==> config.mk <==
export PLATFORM = sky130hd
export DESIGN_NAME = conv_win_asm
export DESIGN_NICKNAME = d
export VERILOG_FILES = /design/src/rtl/conv_pkg.sv /design/src/rtl/conv_win_asm.sv
export SDC_FILE = /design/constraint.sdc
export NUM_CORES = 1
export LEC_CHECK = 0
export ABC_AREA = 0
export BUFFER_PORTS_ARGS = -buffer_cell sky130_fd_sc_hd__buf_2
export CELL_PAD_IN_SITES_DETAIL_PLACEMENT = 1
export CELL_PAD_IN_SITES_GLOBAL_PLACEMENT = 1
export CORE_UTILIZATION = 45
export DETAILED_ROUTE_END_ITERATION = 10
export GPL_ROUTABILITY_DRIVEN = 0
export GPL_TIMING_DRIVEN = 0
export PLACE_DENSITY = 0.79
export RECOVER_POWER = 50
export SYNTH_ARGS = -nofsm -noshare
export SYNTH_HDL_FRONTEND = slang
export SYNTH_SLANG_ARGS = --single-unit
==> constraint.sdc <==
create_clock -name clk -period 3.23 [get_ports clk]
set_clock_uncertainty 0.15 [all_clocks]
set_input_delay 0.4845 -clock clk [delete_from_list [all_inputs] [get_ports clk]]
set_output_delay 0.4845 -clock clk [all_outputs]
set_load 0.01 [all_outputs]
==> src/rtl/conv_pkg.sv <==
// Shared types for the 3x3 convolution window assembler: pixel, column and window.
package conv_pkg;
  localparam int KERNEL_N = 3;
  localparam int PIX_W    = 8;

  typedef logic [PIX_W-1:0]      pixel_t;
  typedef pixel_t [KERNEL_N-1:0] col_t;   // [0]=oldest row, [2]=current row
  typedef col_t   [KERNEL_N-1:0] win_t;   // [0]=left, [1]=centre, [2]=right

  typedef enum logic [1:0] {ST_IDLE, ST_PRIME, ST_RUN, ST_FLUSH} state_t;

  function automatic win_t mk_win(input col_t l, input col_t c, input col_t r);
    win_t w;
    w[0] = l;
    w[1] = c;
    w[2] = r;
    return w;
  endfunction
endpackage

==> src/rtl/conv_win_asm.sv <==
// Assembles a stream of pixel columns into 3x3 windows with left/right edge
// replication; one registered output slice with valid/ready backpressure.
module conv_win_asm
  import conv_pkg::*;
(
  input  logic   clk,
  input  logic   arst_n,
  input  logic   in_vld_i,
  output logic   in_rdy_o,
  input  col_t   in_col_i,
  input  logic   in_sol_i,
  input  logic   in_eol_i,
  output logic   out_vld_o,
  input  logic   out_rdy_i,
  output win_t   out_win_o,
  output logic   out_sol_o,
  output logic   out_eol_o
);

  state_t r_state;
  logic   r_vld, r_sol, r_eol, r_sol_pend;
  col_t   r_p, r_q;
  win_t   r_win;

  logic w_adv, w_acc, w_live, w_beat_win, w_flush_win, w_new_win, w_sol_acc;

  assign w_adv       = !r_vld | out_rdy_i;
  assign in_rdy_o    = (r_state != ST_FLUSH) & w_adv;
  assign w_acc       = in_vld_i & in_rdy_o;
  assign w_sol_acc   = w_acc & in_sol_i;
  assign w_live      = (r_state == ST_PRIME) | (r_state == ST_RUN);
  assign w_beat_win  = w_acc & !in_sol_i & w_live;
  assign w_flush_win = (r_state == ST_FLUSH) & w_adv;
  assign w_new_win   = w_beat_win | w_flush_win;

  always_ff @(posedge clk or negedge arst_n) begin
    if (!arst_n) begin
      r_state    <= ST_IDLE;
      r_vld      <= 1'b0;
      r_sol      <= 1'b0;
      r_eol      <= 1'b0;
      r_sol_pend <= 1'b0;
    end else begin
      if (w_adv) r_vld <= w_new_win;
      if (w_new_win) begin
        r_sol      <= r_sol_pend;
        r_eol      <= w_flush_win;
        r_sol_pend <= 1'b0;
      end
      // A sol beat restarts the line from any state; a pending partial line is dropped.
      if (w_sol_acc) begin
        r_sol_pend <= 1'b1;
        r_state    <= in_eol_i ? ST_FLUSH : ST_PRIME;
      end else if (w_beat_win) begin
        r_state    <= in_eol_i ? ST_FLUSH : ST_RUN;
      end else if (w_flush_win) begin
        r_state    <= ST_IDLE;
      end
    end
  end

  // Datapath carries no reset: validity is owned entirely by r_vld / r_state.
  always_ff @(posedge clk) begin
    if (w_new_win)
      r_win <= mk_win(r_p, r_q, w_beat_win ? in_col_i : r_q);
    if (w_sol_acc) begin
      r_p <= in_col_i;
      r_q <= in_col_i;
    end else if (w_beat_win) begin
      r_p <= r_q;
      r_q <= in_col_i;
    end
  end

  assign out_vld_o = r_vld;
  assign out_win_o = r_win;
  assign out_sol_o = r_sol;
  assign out_eol_o = r_eol;

endmodule
=== Word level (Yosys, flattened, before mapping) ===
Index checks and enable logic that the tools add are counted.

* Eq/ne operators: 4
* Multiplexer cells: 11
* Bitwise logic cells: 9
* Reduce and logical (&&, ||, !) cells: 5

{| class="wikitable"
|+ Operators by type and width
! cell !! number
|-
| two-way mux 24 bit || 4
|-
| two-way mux 2 bit || 4
|-
| AND 1 bit || 6
|-
| equality test 2 bit, second input constant || 2
|-
| nonzero test 2 bit || 2
|-
| two-way mux 1 bit || 3
|-
| OR 1 bit || 3
|-
| nonzero test 3 bit || 1
|-
| equality test 2 x 1 -> 1 bit, second input constant || 1
|-
| logical NOT 1 bit || 2
|-
| inequality test 2 bit, second input constant || 1
|}

* Register bits: 126
* Word-level logic and storage cells: 49

=== Depth between registers and ports, before layout ===
* Word-level depth: 9
* Mapped depth: 7

=== Worst setup path before layout ===
Ideal clock, no wire load.

* Path kind: reg2reg
* From: register r_state[0]
* To: register r_win (netlist bit out_win_o[0]), enable pin
* Setup time: 0.426 ns
* Arrival time: 2.354 ns
* Setup slack: 0.300 ns
* Cell stages (with the launch flop): 5
* Buffers on the path: 0
* Cells stage by stage: dfrtp_1 ha_1 and3b_2 o21ai_1 inv_1

* Word-level cells in the longest chain between the ends: 6
* Elaborated cells on any way between the ends: 11

{| class="wikitable"
|+ RTL lines
! item !! RTL line !! text
|-
| from (decl) || conv_win_asm.sv:20 || <nowiki>state_t r_state;</nowiki>
|-
| from (signal assigned) || conv_win_asm.sv:53 || <nowiki>r_state <= in_eol_i ? ST_FLUSH : ST_PRIME;</nowiki>
|-
| from (signal assigned) || conv_win_asm.sv:55 || <nowiki>r_state <= in_eol_i ? ST_FLUSH : ST_RUN;</nowiki>
|-
| inequality test 2 bit || conv_win_asm.sv:28 || <nowiki>assign in_rdy_o = (r_state != ST_FLUSH) & w_adv;</nowiki>
|-
| AND 1 bit || conv_win_asm.sv:28 ||
|-
| AND 1 bit || conv_win_asm.sv:29 || <nowiki>assign w_acc = in_vld_i & in_rdy_o;</nowiki>
|-
| AND 1 bit (2 in series) || conv_win_asm.sv:32 || <nowiki>assign w_beat_win = w_acc & !in_sol_i & w_live;</nowiki>
|-
| OR 1 bit * || conv_win_asm.sv:34 || <nowiki>assign w_new_win = w_beat_win | w_flush_win;</nowiki>
|-
| net w_new_win || conv_win_asm.sv:25 || <nowiki>logic w_adv, w_acc, w_live, w_beat_win, w_flush_win, w_new_win, w_sol_acc;</nowiki>
|-
| to (signal assigned) || conv_win_asm.sv:65 || <nowiki>r_win <= mk_win(r_p, r_q, w_beat_win ? in_col_i : r_q);</nowiki>
|-
| to (decl) || conv_win_asm.sv:23 || <nowiki>win_t r_win;</nowiki>
|}

The timed path passes the listed nets; every way through them passes the cells marked *.
A chain may end at the register's enable or synchronous reset.

=== Worst setup path after layout ===
* From: register r_state[0]
* To: register r_q[18] (netlist bit)

* Word-level cells in the longest chain between the ends: 7
* Elaborated cells on any way between the ends: 11

{| class="wikitable"
|+ RTL lines
! item !! RTL line !! text
|-
| inequality test 2 bit || conv_win_asm.sv:28 ||
|-
| AND 1 bit || conv_win_asm.sv:28 ||
|-
| AND 1 bit || conv_win_asm.sv:29 ||
|-
| AND 1 bit (2 in series) || conv_win_asm.sv:32 ||
|-
| two-way mux 24 bit || - ||
|-
| two-way mux 24 bit * || conv_win_asm.sv:66 || <nowiki>if (w_sol_acc) begin</nowiki>
|-
| to (signal assigned) || conv_win_asm.sv:68 || <nowiki>r_q <= in_col_i;</nowiki>
|-
| to (signal assigned) || conv_win_asm.sv:71 || <nowiki>r_q <= in_col_i;</nowiki>
|-
| to (decl) || conv_win_asm.sv:22 || <nowiki>col_t r_p, r_q;</nowiki>
|}

Mark *: on every way between the ends. The rest lies on a longest branch, timed or not.

==> summary.md <==
| Metric | Value |
|---|---|
| Initial core utilization | a little under half |
| Postcts setup bufs | 0 |
| H-tree level count | 4 |
| IO Count | about 110 |
| Post-route antenna net violation count | 0 |
| Cells after Synth | around 230 |
| Global-route usage over all layers | around 17% |
| First-pass GRT wire length | 13700 um |
| Clock Sinks | 126 |
| Kind of critical path | flip-flop to flip-flop |
| Critical path depth | 6 |
| Final hold slack | 0.0830 ns |
| Synth area leader | edfxtp_1 |
| Synth top area share | about three fifths |
| Nets | approximately 390 |
| Setup ws final | 0.589 ns |
| Area of the core | approximately 0.0099 mm2 |
| Hold depth | 2 |
| Max Cap Viol | 0 |
| Synth top area cells | edfxtp_1 (62%), mux2_2 (14%), dfxtp_1 (10%), mux2_4 (5.5%), dfrtp_1 (3.2%) |
| Peak fanout along the critical path | 33 |
| Post-synth EDFFs | 96 |
| Vias | 2408 |
| Most frequent cell after synthesis | edfxtp_1 |
| CTS max path bufs | 2 |
| CP bufs+invs | 1 |
| Worst Tran Pin Value | ~0.9 ns |
| RSZ-0062 raised after global routing | no |
| Die area | 0.0108 mm2 |
| Die extent in x | 104 um |
| Worst Setup Start Kind | flip-flop |
| Post-detail-place hpwl | 5660 um |
| Port Buffers | 105 |
| Seq/Total Area, Yosys | 75.5% |
| Final setup fails | 0 |
| DR vias/cell | approximately 4.8 |
| Reg2reg path depth | 6 |
| Vias in the first global route | 2652 |
| DR pass1 iterations | 4 |
| Critical path capture point type | flip-flop |
| Distinct cell type count after synthesis | 27 |
| Leak Pwr | 2.09 nW |
| Final hold violations | 0 |
| HP Class | input port to flip-flop |
| Area Growth Syn to Fin | 24.4% |
| Fmax achieved | about 380 MHz |
| Critical path, cell by cell | ha_1 -> nor2b_4 -> nand2_4 -> nor2_1 -> buf_4 -> mux2_2 |
| Top cells by count, synth | edfxtp_1 (96), mux2_2 (56), dfxtp_1 (24), mux2_4 (17), dfrtp_1 (6) |
| Data required, critical path | between 3 and 4 ns |
| Final Critical Period | 2.64 ns |
| Yosys synthesis warning count | 0 |
| Part of the cycle the worst path needs | between 80% and 90% |
| Asr flop ratio synth | 4.76% |
| CTS clk-pin slew, worst paths | ~0.060 ns |
| Final Core Density | approximately three fifths |
| Worst slack at placement | 0.868 ns |
| Clk root buf | clkbuf_8 |
| Syn Area/Cell | approximately 20 um2 |
| Pwr Density | 1120 mW/mm2 |
| Gr ovfl total | 0 |
| Num CTS Buffers | 17 |
| Chip Height | 104 um |
| Arr. time, crit path | 2.88 ns |
| Slowest-stage cell, CP | buf_4 |
| Post-synthesis register bit count | 126 |
| Syn nets | roughly 260 |
| Initial DRC Count | 37 |
| Post-cts repair resize count | 0 |
| Peak supply drop | 485 uV |
| WL final | roughly 8800 um |
| Antenna diodes | 0 |
| Status | finished, final reports clean |
| CTS tree | yes |
| Largest net degree at the start of global routing | 73 |
| Initial antenna violation count | 0 |
| Cell row count | 36 |
| DRC violations left | 0 |
| Cell Area, Synth | 0.00466 mm2 |
| Crit path max-delay family | simple AND/OR/NAND/NOR gates |
| Layout cells sized above 1 | 38.4% |
| WL per Instance | 17.4 um |
| Main synth FF type | edfxtp_1 |
| Slew margin rel. | 38.8% |
| Slew Viols, Final | 0 |
| Worst-skew pair later-pin latency | roughly 0.50 ns |
| CP max stage delay | between 0.5 and 0.6 ns |
-- per-layer routing --
metal  up-vias  share of wire [%]  global-route usage [%]  routed length [um]
li1       1148                  -                       -                   -
met3        10                5.9                    6.48                 518
met4         0                1.3                    7.65                 111
met2        71                 54                    31.1                4720
met5         -                  0                       0                   0
met1      1179                 39                    17.6                3420
-- cell families (layout without fill, tap and decap cells) --
family          Yosys count  in the layout  synth area share [%]
fa+ha+maj                 1              1                 0.269
mux                      73             73                  19.0
simple gates             18             18                  2.85
compound gates            4              4                 0.430
flops                   126            126                  75.5
buf+inv                  10            148                  1.96
-- sequential cells by signal, indices dropped and copies added (netlist names) --
name and cells:
out_eol_o 1, r_q 24, r_p 24, r_sol_pend 1, r_state 2, out_vld_o 1
out_sol_o 1, out_win_o 72
-- power breakdown --
part | total (mW) | internal [mW] | switching [mW]
Combinational | 1.69 | 0.768 | 0.923
Sequential | 3.05 | 2.75 | 0.304
Clock | 1.72 | 1.03 | 0.690
-- path summary, 6_finish.rpt --
kind / from / end / slack [ns]
hold reg to reg: r_p[19]$_DFFE_PP_ / out_win_o[19]$_DFFE_PP_ / 0.27
setup reg to reg: r_state[0]$_DFFE_PN0P_ / r_q[18]$_DFF_P_ / 0.59
min in group asynchronous: arst_n / r_sol_pend$_DFFE_PN0P_ / 0.25
hold / removal: in_col_i[3] / r_q[3]$_DFF_P_ / 0.08
setup / recovery: r_state[0]$_DFFE_PN0P_ / r_q[18]$_DFF_P_ / 0.59
max in group asynchronous: arst_n / out_sol_o$_DFFE_PN0P_ / 2.42
-- worst register-to-register path: cells and delay by family (launching register included) --
| kind | cells | cell delay (ns) |
|---|---|---|
| multiplexers | 1 | 0.41 |
| flip-flops | 1 | 0.39 |
| buffers and inverters | 1 | 0.54 |
| AND/OR/NAND/NOR | 3 | 0.76 |
| adder cells (fa/ha/maj) | 1 | 0.27 |
-- layout make-up --
class	count	area (um2)
fill	980	4120
sequential	126	3510
multi-input combinational	96	1030
timing repair buffer	106	440
clock buffer	19	422
tap	133	166
clock inverter	13	131
buffer	8	75.1
inverter	2	10.0
-- per-stage QoR --
stage	cells	power (mW)	cell area (um2)	TNS, ns
floorplan	232	4.21	4660	0
global placement	470	4.81	5350	-25.25
detailed placement	470	4.91	5350	0
CTS	503	6.68	5910	0
global route	503	6.80	5790	0
finish	503	6.47	5790	0
-- placed cells by master, fill, tap and decap left out --
master and count:
nor2_1 2, a21oi_1 1, o21ai_0 3, and3b_2 1, inv_8 1, nand3b_1 2, nor2b_4 1, dfxtp_1 24
edfxtp_1 96, buf_12 2, bufinv_16 1, clkbuf_1 80, mux2_2 56, dfrtp_1 6, clkbuf_8 1, clkinvlp_4 5
inv_4 1, dlygate4sd3_1 1, ha_1 1, nand2b_1 2, inv_1 1, nand3_1 2, buf_2 30, nand2_1 4
nor3b_1 1, inv_6 4, buf_4 3, mux2_4 17, clkinv_4 2, nand4_1 1, nor2b_1 1, clkbuf_16 16
nand2_4 1
-- what timing repair did --
item                                   CTS  global route
hold buffers                             1             0
endpoints found under the hold margin    6             0
setup endpoints to repair                0             0
No activity file was read; power rests on OpenSTA's default activity.
